[src/rtl/fetch_queue_unit_pkg.sv]
// Shared fetch types: FSM states, queue entry layout and the kseg address check
// (also used by the LSU).
package fetch_queue_unit_pkg;

  typedef enum logic [1:0] {
    S_FETCH = 2'd0,
    S_WAIT  = 2'd1,
    S_STALL = 2'd2,
    S_HALT  = 2'd3
  } fetch_state_t;

  typedef struct packed {
    logic [31:0] pc;
    logic [31:0] instr;
    logic        adel;
    logic        irq;
  } fetch_entry_t;

  // Misaligned, or outside kseg0/kseg1 (0x8xxxxxxx..0xbxxxxxxx).
  function automatic logic kseg_addr_bad(input logic [31:0] addr);
    return (addr[1:0] != 2'b00) || (addr[31:28] < 4'h8) || (addr[31:28] > 4'hb);
  endfunction

endpackage

[src/rtl/fetch_entry_queue.sv]
// Circular entry buffer: up to PUSH_W writes and up to POP_W reads per cycle.
// Occupancy is tracked with a count, so full and empty never alias.
module fetch_entry_queue
  import fetch_queue_unit_pkg::*;
#(
  parameter int unsigned DEPTH  = 8,
  parameter int unsigned PUSH_W = 2,
  parameter int unsigned POP_W  = 2,
  localparam int unsigned AW = $clog2(DEPTH),
  localparam int unsigned CW = $clog2(DEPTH + 1),
  localparam int unsigned PW = $clog2(PUSH_W + 1)
) (
  input  logic                      clk,
  input  logic                      resetn,
  input  logic                      i_flush,
  input  logic [PW-1:0]             i_push_n,
  input  fetch_entry_t [PUSH_W-1:0] i_push_data,
  input  logic                      i_pop,
  output logic [POP_W-1:0]          o_valid,
  output fetch_entry_t [POP_W-1:0]  o_data,
  output logic [CW-1:0]             o_free,
  output logic [CW-1:0]             o_pop_n
);

  fetch_entry_t  r_mem [DEPTH];
  logic [AW-1:0] r_head;
  logic [AW-1:0] r_tail;
  logic [CW-1:0] r_count;
  logic [CW-1:0] w_pop_n;

  always_comb begin
    w_pop_n = '0;
    if (i_pop) w_pop_n = (r_count < CW'(POP_W)) ? r_count : CW'(POP_W);
  end

  always_ff @(posedge clk) begin
    for (int unsigned i = 0; i < PUSH_W; i++) begin
      if (resetn && !i_flush && (PW'(i) < i_push_n))
        r_mem[r_tail + AW'(i)] <= i_push_data[i];
    end
  end

  always_ff @(posedge clk) begin
    if (!resetn || i_flush) begin
      r_head  <= '0;
      r_tail  <= '0;
      r_count <= '0;
    end else begin
      r_tail  <= r_tail + AW'(i_push_n);
      r_head  <= r_head + AW'(w_pop_n);
      r_count <= r_count + CW'(i_push_n) - w_pop_n;
    end
  end

  always_comb begin
    o_valid = '0;
    o_data  = '0;
    for (int unsigned k = 0; k < POP_W; k++) begin
      o_valid[k] = (CW'(k) < r_count);
      o_data[k]  = r_mem[r_head + AW'(k)];
    end
  end

  assign o_free  = CW'(DEPTH) - r_count;
  assign o_pop_n = w_pop_n;

  a_no_overflow: assert property (@(posedge clk)
    (resetn && !i_flush) |-> (CW'(i_push_n) <= o_free));

endmodule

[src/rtl/fetch_queue_unit.sv]
// Fetch stage: issues one outstanding ibus request at a time into a circular
// instruction queue and presents up to ISSUE_WIDTH entries per cycle to decode.
module fetch_queue_unit
  import fetch_queue_unit_pkg::*;
#(
  parameter int unsigned FETCH_WIDTH = 2,
  parameter int unsigned ISSUE_WIDTH = 2,
  parameter int unsigned QUEUE_DEPTH = 8,
  parameter logic [31:0] RESET_PC    = 32'hbfc00000,
  localparam int unsigned CNT_W = $clog2(FETCH_WIDTH + 1)
) (
  input  logic                        clk,
  input  logic                        resetn,
  input  logic                        redirect_valid,
  input  logic [31:0]                 redirect_pc,
  input  logic                        irq_pending,
  output logic                        ireq_valid,
  output logic [31:0]                 ireq_addr,
  input  logic                        iresp_addr_ok,
  input  logic                        iresp_data_ok,
  input  logic [CNT_W-1:0]            iresp_count,
  input  logic [32*FETCH_WIDTH-1:0]   iresp_data,
  output logic [ISSUE_WIDTH-1:0]      out_valid,
  output logic [32*ISSUE_WIDTH-1:0]   out_pc,
  output logic [32*ISSUE_WIDTH-1:0]   out_instr,
  output logic [ISSUE_WIDTH-1:0]      out_adel,
  output logic [ISSUE_WIDTH-1:0]      out_irq,
  input  logic                        deq_ready
);

  localparam int unsigned CW = $clog2(QUEUE_DEPTH + 1);

  fetch_state_t r_state, w_state_nxt;
  logic [31:0]  r_pc, w_pc_nxt;
  logic         r_discard, w_discard_nxt;

  logic [CNT_W-1:0]               w_push_n;
  fetch_entry_t [FETCH_WIDTH-1:0] w_push_data;
  fetch_entry_t [ISSUE_WIDTH-1:0] w_q_data;
  logic [ISSUE_WIDTH-1:0]         w_q_valid;
  logic [CW-1:0]                  w_free, w_pop_n, w_free_pop;
  logic w_addr_bad, w_req, w_acc, w_pop, w_stall_after_rsp;

  assign w_addr_bad = kseg_addr_bad(r_pc);
  assign w_req      = resetn && (r_state == S_FETCH) && !w_addr_bad;
  assign w_acc      = w_req && iresp_addr_ok;
  assign w_pop      = deq_ready && !redirect_valid;
  // Free slots after this cycle's pop; stall if a response push leaves < FETCH_WIDTH.
  assign w_free_pop        = w_free + w_pop_n;
  assign w_stall_after_rsp = (w_free_pop < CW'(FETCH_WIDTH) + CW'(iresp_count));

  always_comb begin
    w_push_data = '0;
    for (int unsigned i = 0; i < FETCH_WIDTH; i++) begin
      w_push_data[i].pc    = r_pc + 32'(4 * i);
      w_push_data[i].instr = iresp_data[32*i +: 32];
      w_push_data[i].adel  = 1'b0;
      w_push_data[i].irq   = irq_pending;
    end
    if (w_addr_bad) begin
      w_push_data[0].instr = '0;
      w_push_data[0].adel  = 1'b1;
    end
  end

  fetch_entry_queue #(
    .DEPTH  (QUEUE_DEPTH),
    .PUSH_W (FETCH_WIDTH),
    .POP_W  (ISSUE_WIDTH)
  ) u_queue (
    .clk         (clk),
    .resetn      (resetn),
    .i_flush     (redirect_valid),
    .i_push_n    (w_push_n),
    .i_push_data (w_push_data),
    .i_pop       (w_pop),
    .o_valid     (w_q_valid),
    .o_data      (w_q_data),
    .o_free      (w_free),
    .o_pop_n     (w_pop_n)
  );

  always_ff @(posedge clk) begin
    if (!resetn) r_state <= S_FETCH;
    else         r_state <= w_state_nxt;
  end

  always_ff @(posedge clk) begin
    if (!resetn) begin
      r_pc      <= RESET_PC;
      r_discard <= 1'b0;
    end else begin
      r_pc      <= w_pc_nxt;
      r_discard <= w_discard_nxt;
    end
  end

  always_comb begin
    w_state_nxt   = r_state;
    w_pc_nxt      = r_pc;
    w_discard_nxt = r_discard;
    w_push_n      = '0;
    if (redirect_valid) begin
      // An accepted request whose data has not yet returned must be drained.
      w_pc_nxt      = redirect_pc;
      w_state_nxt   = S_FETCH;
      w_discard_nxt = 1'b0;
      if (((r_state == S_FETCH) && w_acc && !iresp_data_ok) ||
          ((r_state == S_WAIT) && !iresp_data_ok)) begin
        w_state_nxt   = S_WAIT;
        w_discard_nxt = 1'b1;
      end
    end else begin
      case (r_state)
        S_FETCH: begin
          if (w_addr_bad) begin
            w_push_n    = CNT_W'(1);
            w_state_nxt = S_HALT;
          end else if (w_acc && iresp_data_ok) begin
            w_push_n    = iresp_count;
            w_pc_nxt    = r_pc + (32'(iresp_count) << 2);
            w_state_nxt = w_stall_after_rsp ? S_STALL : S_FETCH;
          end else if (w_acc) begin
            w_state_nxt = S_WAIT;
          end
        end
        S_WAIT: begin
          if (iresp_data_ok) begin
            if (r_discard) begin
              w_discard_nxt = 1'b0;
              w_state_nxt   = S_FETCH;
            end else begin
              w_push_n    = iresp_count;
              w_pc_nxt    = r_pc + (32'(iresp_count) << 2);
              w_state_nxt = w_stall_after_rsp ? S_STALL : S_FETCH;
            end
          end
        end
        S_STALL: if (w_free_pop >= CW'(FETCH_WIDTH)) w_state_nxt = S_FETCH;
        S_HALT:  w_state_nxt = S_HALT;
      endcase
    end
  end

  always_comb begin
    ireq_valid = w_req;
    ireq_addr  = resetn ? r_pc : '0;
    out_valid  = '0;
    out_pc     = '0;
    out_instr  = '0;
    out_adel   = '0;
    out_irq    = '0;
    if (resetn) begin
      for (int unsigned k = 0; k < ISSUE_WIDTH; k++) begin
        out_valid[k]        = w_q_valid[k] && !redirect_valid;
        out_pc[32*k +: 32]    = w_q_data[k].pc;
        out_instr[32*k +: 32] = w_q_data[k].instr;
        out_adel[k]         = w_q_data[k].adel;
        out_irq[k]          = w_q_data[k].irq;
      end
    end
  end

endmodule

[config.mk]
export PLATFORM = sky130hd
export DESIGN_NAME = fetch_queue_unit
export DESIGN_NICKNAME = d
export VERILOG_FILES = /design/src/rtl/fetch_queue_unit_pkg.sv /design/src/rtl/fetch_entry_queue.sv /design/src/rtl/fetch_queue_unit.sv
export SDC_FILE = /design/constraint.sdc
export NUM_CORES = 2
export LEC_CHECK = 0
export CAP_MARGIN = 20
export CORE_MARGIN = 4
export CORE_UTILIZATION = 60
export CTS_CLUSTER_DIAMETER = 80
export DETAILED_ROUTE_END_ITERATION = 8
export PLACE_DENSITY_LB_ADDON = 0.2
export SLEW_MARGIN = 30
export SYNTH_ARGS = -nofsm -noshare
export SYNTH_HDL_FRONTEND = slang
export SYNTH_SLANG_ARGS = --single-unit
[constraint.sdc]
create_clock -name clk -period 5 [get_ports clk]
set_input_delay 1 -clock clk [delete_from_list [all_inputs] [get_ports clk]]
set_output_delay 1 -clock clk [all_outputs]
set_load 0.02 [all_outputs]
# [Word-level counts from Yosys, hierarchy flattened]
# Memory sizes are Yosys's and may differ from the RTL's. A register that Yosys moved wholly into a read port is not among the register bits.
# Cells that the tools add are included.
[classes] n_addsub=11 n_lt_le_gt_ge=9 eq_ne=9 n_mux=40 n_reduce_logical=29
[ops] cell="$mux 32" count=6
[ops] cell="$mux 64" count=2
[ops] cell="$pmux 32 s2" count=1
[ops] cell="$mux 33" count=1
[ops] cell="$add 32x3->32 const B" count=1
[ops] cell="$add 32x4->32" count=1
[ops] cell="$mux 2" count=16
[ops] cell="$logic_and 1x1->1" count=13
[ops] cell="$ne 3x3->1 const B" count=4
[ops] cell="$mux 1" count=9
[ops] cell="$lt 1x4->1 const A" count=2
[ops] cell="$mux 4" count=2
[ops] cell="$pmux 2 s4" count=1
[ops] cell="$add 3x1->3 const B" count=2
[ops] cell="$reduce_bool 2->1" count=3
[ops] cell="$ne 5x4->1 const B" count=1
[ops] cell="$reduce_and 5->1" count=1
[ops] cell="$add 4x2->4" count=1
[ops] cell="$add 4x4->4" count=1
[ops] cell="$eq 2x2->1 const B" count=2
[ops] cell="$ge 4x2->1 const B" count=1
[ops] cell="$gt 4x4->1 const B" count=1
[ops] cell="$logic_not 1->1" count=4
[ops] cell="$logic_or 1x1->1" count=4
[ops] cell="17 further kinds" count=18
[totals] ff_bits=45 ramBits=528 inputBits=105 n_memories=1
[mem_list] name="u_queue.r_mem" words=8 word_bits=66 rd=2 rd_ports_with_merged_regs=1 write_ports=2 line_no="fetch_entry_queue.sv:25" source="fetch_entry_t r_mem [DEPTH];"

# [Depth between registers and ports, before layout]
[depth] word_depth=15 depth_mapped=14

# [Hierarchy]
# Synthesis repeated with hierarchy kept, for this count alone.
[unflattened] cells_unflattened=2272 area_unflattened_um2=34869.7
[modules_own_cells] mod="fetch_entry_queue" n_inst=1 cells_each=1682 area_per_inst_um2=30718.2 seq_area_each_um2=16055.4
[modules_own_cells] mod="fetch_queue_unit" n_inst=1 cells_each=590 area_per_inst_um2=4151.5 seq_area_each_um2=700.7

# [Least setup slack after synthesis]
# OpenSTA, ideal clock, no wires.
[synth_path] path_kind="input to register" startpoint="input port iresp_data_ok" endpoint="memory u_queue.r_mem[7][0] (netlist bit) (enable)" t_arrival_ps=3537 required_ps=4300 setup_slack_ps=763 stages=6 n_path_buf=1 path_cell_list="and4bb_1 -> a31o_2 -> a31o_2 -> o21ai_0 -> clkbuf_1 -> nand2_1"
[synth_lines] item="start: declaration" line_no="fetch_queue_unit.sv:20" source="input logic iresp_data_ok,"
[synth_lines] item="end: declaration" line_no="fetch_entry_queue.sv:25"

# [Worst setup path in the final report]
[layout_path] startpoint="register u_queue.r_head[2]" endpoint="output port out_pc[58]"
[layout_via] elab_chain_len=3
[layout_rtl] item="start: declaration" line_no="fetch_entry_queue.sv:26" source="logic [AW-1:0] r_head;"
[layout_rtl] item="start signal: assignment" line_no="fetch_entry_queue.sv:50" source="r_head <= r_head + AW'(w_pop_n);"
[layout_rtl] item="$add 3x1->3" line_no="fetch_entry_queue.sv:60" source="o_data[k] = r_mem[r_head + AW'(k)];"
[layout_rtl] item="$mem_v2 8x66"
[layout_rtl] item="$mux 64" line_no="fetch_queue_unit.sv:153" source="if (resetn) begin"
[layout_rtl] item="end: declaration" line_no="fetch_queue_unit.sv:24" source="output logic [32*ISSUE_WIDTH-1:0] out_pc,"
# No other way between the ends.

==> metrics.txt <==
outcome=finished clean; Reg clk slew, reported paths=0.06 ns; Synth area leaders=edfxtp_1, mux4_2, nand2_1; number of global-route vias before repair=27800; area grow syn2layout=16.4%; ys flop type=edfxtp_1; EDFF count, synth=520; Slew Limit Fails=0; drt first pass iters=7; Die H=246 um; # nets final=3100; Yosys cell types=72; crit-path max FO=31; WL final=113 mm; CTS buffer count=59; DP Area=37400 um^2; Wirelength per Cell=29.9 um; Worst Reg2Reg Path Length in Cells=5; Synth Instances=2863; I/O pins=272; cell taking the most area after synthesis=edfxtp_1; wl on met1=38.0 mm; first-pass GRT wire length=168 mm; clock skew=0.0116 ns; Hold Buf Count CTS=0; Clock H-tree levels=2; Setup crit start kind=flop; Ys Warns=0; via count=27400; crit path DAT=3.71 ns; # rows=86; R2R Path Start=r_pc[7]; Die W=246 um; overall routing resource usage=36.9%; initial drt markers=4223; power density cells=288 nW/um^2; met2 WL post-DR=52.3 mm; FMAX=212 MHz; initial antenna violation count=4; Final Cell Area=39500 um^2; min-delay src=u_queue.r_mem[2][1]; layout cells sized above 1=16.4%; largest net degree at the start of global routing=133; Clock Latency Late Sink=0.64 ns; hold depth=2; Worst IR Drop VDD=0.257 mV; Initial Utilization=61.1%; Synth Cell Area=33900 um^2; Critical Path RT=4.00 ns; Rel. slew slack=34.7%; routability cong.=0.898; Overflow after GRT=0; max-cap viol count=0; Longest Clk Path Bufs=3; Core ar.=55500 um^2; ys async rst share=0%; Final HPWL DP=67.8 mm; vias per inst=7.25; Mapped Nets=2992; post-synthesis sequential area ratio=49.1%; drt drc=0; Tmin final=4.71 ns; highest routed layer=met4; CTS tree=yes; Power Total=11.4 mW; Final Cycle Share=94.1%; leakage=13.1 nW; worst slew pin tran=0.972 ns; # setup viols final=0; number of synthesized register bits=573; flop2flop setup slack=0.88 ns; Setup CP Type=reg -> out; postcts setup bufs=0; root buf cell=clkbuf_16; Antenna Nets Post-Route=0; clk sinks=573; PortBufs=271; met3 WL post-DR=17.2 mm; r2r endpoint=u_queue.r_mem[1][64]; Resized cells post-CTS=0; Die Area=60400 um^2; WHS=0.484 ns; Min-Delay Endpoint=u_queue.r_mem[2][1]; Setup TNS=0 ns; final hold violations=0; post-synth top area share=46.0%; Worst setup EP type=output port; Syn Area/Cell=11.9 um^2; hold crit path type=reg -> reg; RSZ-0062 raised after global routing=no
sequential cells by signal, indices dropped and copies added (netlist names):
signal and flops:
u_queue.r_tail 3, r_pc 32, u_queue.r_count 4, r_state 2, u_queue.r_mem 528, u_queue.r_head 3, r_discard 1
cell type report:
class	instances	area, um^2
repair buffers	369	3740
fillers	3824	16000
flip-flops and latches	573	16700
clock buffers	69	1540
diodes	5	12.5
well taps	748	936
clock inverters	42	463
multi-input cells	1940	16000
inverters	28	108
worst max-delay path, cell delays in order, from the launching register on:
cell	delay, ns
dfxtp_4	0.59
xnor2_2	0.86
buf_4	0.49
nand2_1	0.13
a21oi_1	0.28
clkdlybuf4s50_1	0.68
synthesized netlist by cell type, drive strengths merged (29+ instances only):
cell and number:
edfxtp 520, nand2 476, o21ai 308, mux4 264, clkbuf 227, o2bb2ai 144
a21oi 126, nor2 101, buf 95, mux2i 85, dfxtp 53, nor3 46
a21o 41, and2 39, and3 29
placed cells by master (no fill, tap or decap), drive strengths merged, types with 26 or more instances in the layout:
cell and count:
a21boi 26, a21o 41, a21oi 126, and2 39, and3 29, buf 99
clkbuf 69, clkdlybuf4s50 270, clkinv 30, dfxtp 53, edfxtp 520, inv 27
mux2i 85, mux4 264, nand2 476, nor2 101, nor3 46, o21ai 308
o2bb2ai 144
how the worst max path moves through the flow:
stage | startpoint | endpoint | slack, ns | depth (start not counted)
floorplan | iresp_data_ok | u_queue.r_mem[7][0] | 0.76 | 6
global placement | iresp_data_ok | u_queue.r_count[2] | 0.57 | 12
detailed placement | iresp_data_ok | u_queue.r_count[2] | 0.54 | 12
CTS | u_queue.r_head[0] | out_pc[31] | 0.38 | 5
global route | u_queue.r_head[2] | out_pc[58] | 0.30 | 5
finish | u_queue.r_head[2] | out_pc[58] | 0.29 | 5
logic make-up (layout without fill, tap and decap cells):
kind of cell / count (synthesis) / count (layout) / synth area share, %
AND/OR/NAND/NOR: 803 / 803 / 11.0
AO/OA/AOI/OAI: 717 / 717 / 13.4
flip-flops: 573 / 573 / 49.1
adder cells (fa/ha/maj): 24 / 24 / 1.02
other: 0 / 5 / 0
multiplexers: 349 / 349 / 20.0
buffers and inverters: 350 / 508 / 4.24
XOR/XNOR: 47 / 47 / 1.24
metal layers:
metal,GRT usage [%],vias to the layer above
met5,0,-
met4,15.7,0
met3,10.8,406
met2,58.0,2395
met1,48.5,13400
li1,-,11200
where the power goes:
group	total (mW)	switching, mW	internal, mW
Combinational	1.41	0.811	0.595
Clock	4.62	1.91	2.70
Sequential	5.35	0.117	5.24
metrics by stage:
stage | worst slack [ns] | util [%] | std cells
after CTS | 0.381 | 71.0 | 3766
after floorplan | 0.763 | - | 2863
after global routing | 0.297 | 71.2 | 3774
after global placement | 0.573 | 67.4 | 3655
final | 0.294 | 71.2 | 3774
after detailed placement | 0.542 | 67.4 | 3655
Note: power is estimated with default switching activity, not from simulation.
